$ cat config.mk
export PLATFORM = sky130hd
export DESIGN_NAME = spi_master_core
export DESIGN_NICKNAME = d
export VERILOG_FILES = /design/src/rtl/spi_pkg.sv /design/src/rtl/spi_sclk_gen.sv /design/src/rtl/spi_master_core.sv
export SDC_FILE = /design/constraint.sdc
export NUM_CORES = 1
export LEC_CHECK = 0
export ABC_CLOCK_PERIOD_IN_PS = 5250
export CORE_AREA = 2 2 79 81
export CTS_BUF_LIST = sky130_fd_sc_hd__clkbuf_16
export CTS_CLUSTER_DIAMETER = 50
export DETAILED_ROUTE_END_ITERATION = 16
export DIE_AREA = 0 0 81 83
export MAX_ROUTING_LAYER = met4
export PLACE_DENSITY = 0.55
export RECOVER_POWER = 50
export SLEW_MARGIN = 20
export SYNTH_ARGS = -nofsm -noshare
export SYNTH_HDL_FRONTEND = slang
export SYNTH_SLANG_ARGS = --single-unit
$ cat constraint.sdc
create_clock -name clk -period 5.25 [get_ports clk]
set_input_delay 1.575 -clock clk [delete_from_list [all_inputs] [get_ports clk]]
set_output_delay 1.575 -clock clk [all_outputs]
set_load 0.02 [all_outputs]
$ cat src/rtl/spi_pkg.sv
// Shared SPI master definitions: mode encodings, CPOL/CPHA helpers and FSM states.
package spi_pkg;

  localparam logic [1:0] SPI_MODE0 = 2'b00;
  localparam logic [1:0] SPI_MODE1 = 2'b01;
  localparam logic [1:0] SPI_MODE2 = 2'b10;
  localparam logic [1:0] SPI_MODE3 = 2'b11;

  typedef enum logic [1:0] {
    ST_IDLE  = 2'd0,
    ST_SETUP = 2'd1,
    ST_XFER  = 2'd2,
    ST_HOLD  = 2'd3
  } spi_state_e;

  function automatic logic mode_cpol(input logic [1:0] mode);
    return mode[1];
  endfunction

  function automatic logic mode_cpha(input logic [1:0] mode);
    return mode[0];
  endfunction

endpackage

$ cat src/rtl/spi_sclk_gen.sv
// SPI clock generator: half-period divider, sclk register, edge counter and
// leading/trailing strobes that fire in the cycle sclk is driven to the new level.
module spi_sclk_gen
  import spi_pkg::*;
#(
  parameter logic        CPOL    = 1'b0,
  parameter int unsigned BITS    = 8,
  parameter int unsigned CLK_DIV = 4,
  localparam int unsigned DIV_W  = $clog2(CLK_DIV),
  localparam int unsigned EDGE_W = $clog2(2 * BITS)
) (
  input  logic              clk,
  input  logic              reset_n,
  input  logic              run,
  input  logic              toggle_en,
  output logic              tick_c,
  output logic              lead_stb_c,
  output logic              trail_stb_c,
  output logic [EDGE_W-1:0] edge_cnt,
  output logic              sclk
);

  logic [DIV_W-1:0] div;

  assign tick_c      = run && (div == DIV_W'(CLK_DIV - 1));
  assign lead_stb_c  = tick_c && toggle_en && !edge_cnt[0];
  assign trail_stb_c = tick_c && toggle_en && edge_cnt[0];

  // Even edge indices are leading edges, odd ones trailing; 2*BITS toggles return sclk to CPOL.
  always_ff @(posedge clk or negedge reset_n) begin
    if (!reset_n) begin
      div      <= '0;
      edge_cnt <= '0;
      sclk     <= CPOL;
    end else begin
      if (!run || tick_c) div <= '0;
      else                div <= div + DIV_W'(1);

      if (!run) begin
        edge_cnt <= '0;
      end else if (lead_stb_c || trail_stb_c) begin
        edge_cnt <= (edge_cnt == EDGE_W'(2 * BITS - 1)) ? '0 : edge_cnt + EDGE_W'(1);
        sclk     <= ~sclk;
      end
    end
  end

endmodule

$ cat src/rtl/spi_master_core.sv
// Full-duplex SPI master, one BITS-wide frame per start, all four modes.
// SPI_LSB_FIRST_EN selects LSB-first shifting; default is MSB-first.
module spi_master_core
  import spi_pkg::*;
#(
  parameter logic [1:0]  MODE    = SPI_MODE0,
  parameter int unsigned BITS    = 8,
  parameter int unsigned CLK_DIV = 4
) (
  input  logic            clk,
  input  logic            reset_n,
  input  logic            start,
  input  logic [BITS-1:0] tx_data,
  output logic            busy,
  output logic            done,
  output logic [BITS-1:0] rx_data,
  output logic            sclk,
  output logic            mosi,
  input  logic            miso,
  output logic            ss_n
);

  localparam logic        CPOL      = mode_cpol(MODE);
  localparam logic        CPHA      = mode_cpha(MODE);
  localparam int unsigned EDGE_W    = $clog2(2 * BITS);
  localparam logic [EDGE_W-1:0] LAST_EDGE = EDGE_W'(2 * BITS - 1);

  spi_state_e        state, state_next;
  logic [BITS-1:0]   tx_sr, rx_sr, tx_next, rx_next;
  logic [EDGE_W-1:0] edge_cnt;
  logic              tick_c, lead_stb_c, trail_stb_c;
  logic              run_c, xfer_c;
  logic              load_c, advance_c, capture_c, finish_c;

  assign run_c  = (state != ST_IDLE);
  assign xfer_c = (state == ST_XFER);

  spi_sclk_gen #(
    .CPOL    (CPOL),
    .BITS    (BITS),
    .CLK_DIV (CLK_DIV)
  ) u_sclk_gen (
    .clk         (clk),
    .reset_n     (reset_n),
    .run         (run_c),
    .toggle_en   (xfer_c),
    .tick_c      (tick_c),
    .lead_stb_c  (lead_stb_c),
    .trail_stb_c (trail_stb_c),
    .edge_cnt    (edge_cnt),
    .sclk        (sclk)
  );

  // mosi comes straight from the shift register flop; clearing it at frame end idles mosi low.
`ifdef SPI_LSB_FIRST_EN
  assign mosi    = tx_sr[0];
  assign tx_next = {1'b0, tx_sr[BITS-1:1]};
  assign rx_next = {miso, rx_sr[BITS-1:1]};
`else
  assign mosi    = tx_sr[BITS-1];
  assign tx_next = {tx_sr[BITS-2:0], 1'b0};
  assign rx_next = {rx_sr[BITS-2:0], miso};
`endif

  always_ff @(posedge clk or negedge reset_n) begin
    if (!reset_n) state <= ST_IDLE;
    else          state <= state_next;
  end

  // The first bit is already on mosi before any edge, so one edge per frame never advances.
  always_comb begin
    state_next = state;
    load_c     = 1'b0;
    advance_c  = 1'b0;
    capture_c  = 1'b0;
    finish_c   = 1'b0;
    case (state)
      ST_IDLE: begin
        if (start) begin
          state_next = ST_SETUP;
          load_c     = 1'b1;
        end
      end
      ST_SETUP: begin
        if (tick_c) state_next = ST_XFER;
      end
      ST_XFER: begin
        if (CPHA) begin
          capture_c = trail_stb_c;
          advance_c = lead_stb_c && (edge_cnt != '0);
        end else begin
          capture_c = lead_stb_c;
          advance_c = trail_stb_c && (edge_cnt != LAST_EDGE);
        end
        if (trail_stb_c && (edge_cnt == LAST_EDGE)) state_next = ST_HOLD;
      end
      ST_HOLD: begin
        if (tick_c) begin
          state_next = ST_IDLE;
          finish_c   = 1'b1;
        end
      end
      default: state_next = ST_IDLE;
    endcase
  end

  always_ff @(posedge clk or negedge reset_n) begin
    if (!reset_n) begin
      busy    <= 1'b0;
      done    <= 1'b0;
      ss_n    <= 1'b1;
      tx_sr   <= '0;
      rx_sr   <= '0;
      rx_data <= '0;
    end else begin
      done <= finish_c;
      if (load_c) begin
        busy  <= 1'b1;
        ss_n  <= 1'b0;
        tx_sr <= tx_data;
      end else if (finish_c) begin
        busy    <= 1'b0;
        ss_n    <= 1'b1;
        tx_sr   <= '0;
        rx_data <= rx_sr;
      end else if (advance_c) begin
        tx_sr <= tx_next;
      end
      if (capture_c) rx_sr <= rx_next;
    end
  end

endmodule

==> impl_metrics.ini <==
[power]
sequentialPowerShare_pct = 36.7
total_power_uw = 1120
power.share.switching_pct = 30.9
internal_power_uw = 777
clkPwrFrac_pct = 29.1
ir_worst_vdd_v = 0.000155
powerDensity_nw_per_um2 = 515
p_switching_uw = 347
comb_power_share_pct = 34.2
leakagePower_uw = 0.00102

[placed_design]
dp_cells = 240
hpwl_mm = 2.06
place_area_um2 = 2030
port-buffer-count = 24
routabilityCongestion = 0.720

[synthesis]
ys_seq_area_share_pct = 52.2
synth_top_family_by_area = multiplexers
synth_mux_area_share_pct = 21.7
synthArstFlopShare_pct = 100
ys_warn_count = 0
postSynthAreaPerCell_um2 = 11.8
synth_area_um2 = 1730
synth_common_cells = dfrtp_1 (35), nand2_1 (26), mux2_2 (24)
synth-adder-area-share_pct = 4.34
ys_types = 31
synth_nets = 165
synth_largest_area_cell = dfrtp_1
netlist_instances = 147
synth-xor-area-share_pct = 1.01
ys_seq_elements = 36
synthMostInstantiatedCell = dfrtp_1
synth_compound_area_share_pct = 5.43
synth.top_cell.area_share_pct = 50.7
yosys.area_share.simple_pct = 12.4
yosys_most_used_dff = dfrtp_1
synth.area.top_cells = dfrtp_1 (51%), mux2_2 (16%), mux2_4 (6.1%)
synth-edff-count = 0

[floorplanning]
coreArea_um2 = 5820
start_util_pct = 29.7
dieWidth_um = 81
row_count = 28
die_h_um = 83
die-area_um2 = 6720
ioPinCount = 25

[sta]
worst_slew_pin_slew_ns = 1.95
fmax_ghz = 0.285
finalHoldViolations = 0
setup-tns-final_ns = 0
rsz0062_at_grt = no
setup_viol = 0
slew_headroom_pct = -30.1
fin_crit_ns = 3.51
timing.final.crit_share_pct = 66.9
whs_ns = 0.440
slew_viol_final = 37
fin_worst_skew_ns = 0.00362

[worst_setup_path]
crit_required_ns = 5.25
crit_path_end_kind = asynchronous set/reset pin
critPathSlowestCell = clkbuf_1
critPathBufInv = 2
slowest_delay_ns = 1.39
criticalPathCategory = input pin to asynchronous set/reset pin
startpoint_type = input pin
critPathArrivalTime_ns = 3.51
critical-path-top-delay-family = buffers and inverters
worst-path-stages = 2
worstPathCellList = dlygate4sd3_1 -> clkbuf_1
r2r_cells = 6
cp_max_fo = 36

[finish]
antenna_cells = 0
nets = 190
design_area_um2 = 2180
syn_to_final_growth_pct = 26.3
instances_no_fill = 248
post_route_cells_drive_above_1_share_pct = 23.1

[drt]
drtAntennaViolNets = 0
viasPerCell = 4.60
drt_iter0_markers = 47
drcViolationCount = 0
wirelength_mm = 3.09
detail_route.wl_per_cell_um = 12.5
dr.pass1.iters = 4
vias = 1140

[clock_network]
cts_tree = built
clk_pin_slew_ns = 0.05
cts_max_level = 2
hold_buffers = 0
cts_resized = 0
ctsLongestPathBuffers = 2
clock_latency_ns = 0.28
cts_sinks = 36
postCtsSetupRepairBufs = 0
clock-root-buffer = clkbuf_16
cts_buffers = 5

[global_routing]
antenna_found_initial = 0
grt.overflow.total = 0
grt_pass1_wl_mm = 5.34
global_route.usage.total_pct = 10.7
grt_max_degree = 37
grt_pass1_vias = 1134

[outcome]
violations = max-capacitance violations, max-slew violations
outcome = finished with violations

[min_path]
hold_path_class = register to register
holdPathStages = 1

[job]
drv_cap = 1
==> sequential cells by signal, summed over array words and instances (netlist names) <==
name	count
rx_data	8
rx_sr	8
tx_sr	8
u_sclk_gen.edge_cnt	4
state	2
u_sclk_gen.div	2
busy	1
done	1
ss_n	1
u_sclk_gen.sclk	1
==> per-stage QoR <==
step,util (%),worst slack [ns]
finish,37.5,1.74
global route,37.5,1.31
CTS,37.7,2.11
detailed placement,34.9,1.83
global placement,34.9,1.87
floorplan,-,2.65
==> layout by cell type, fill, tap and decap left out, types with 2 or more instances in the layout <==
| cell | count |
|---|---|
| nand3_1 | 7 |
| o21ai_0 | 8 |
| nand2_1 | 26 |
| clkbuf_16 | 5 |
| a21oi_1 | 2 |
| clkdlybuf4s50_1 | 23 |
| mux2_2 | 24 |
| nor2_1 | 3 |
| mux2_4 | 7 |
| dfrtp_1 | 35 |
| inv_1 | 4 |
| ha_1 | 6 |
| nor3_1 | 2 |
| nand4_1 | 2 |
| and3_1 | 2 |
==> power groups by stage <==
| stage | sequential, µW | combinational (µW) | clock, µW |
|---|---|---|---|
| 2_1_floorplan | 428 | 280 | 0 |
| 3_3_place_gp | 418 | 387 | 0 |
| 3_5_place_dp | 418 | 392 | 0 |
| 4_1_cts | 414 | 395 | 339 |
| 5_1_grt | 426 | 429 | 350 |
| 6_report | 413 | 384 | 327 |
==> layout make-up <==
cell class	count	area, µm²
fill	598	3630
sequential	36	902
multi-input combinational	101	768
timing repair buffer	25	244
clock buffer	5	125
tap	75	93.8
clock inverter	3	38.8
inverter	3	11.3
==> routing by layer <==
layer / wire (µm) / up-vias / track usage [%]
li1: - / 565 / -
met4: 63 / 0 / 5.55
met1: 1480 / 549 / 13.7
met3: 133 / 6 / 3.37
met5: 0 / - / -
met2: 1410 / 20 / 15.0
==> kinds of logic after synthesis <==
family                   after synthesis
multiplexers                          31
flip-flops                            36
AND/OR/NAND/NOR                       46
XOR/XNOR                               2
AO/OA/AOI/OAI                         16
adder cells (fa/ha/maj)                6
buffers and inverters                 10
==> path summary, 6_finish.rpt <==
path,start,end,slack (ns)
min,u_sclk_gen.div[0],u_sclk_gen.div[0],0.44
max,reset_n,tx_sr[5],1.74
max reg2reg,state[0],tx_sr[5],2.60
max in group clk,start,tx_sr[5],2.13
min reg2reg,u_sclk_gen.div[0],u_sclk_gen.div[0],0.44
min in group asynchronous,reset_n,rx_data[5],2.38
Power figures use the tool's default switching activity.
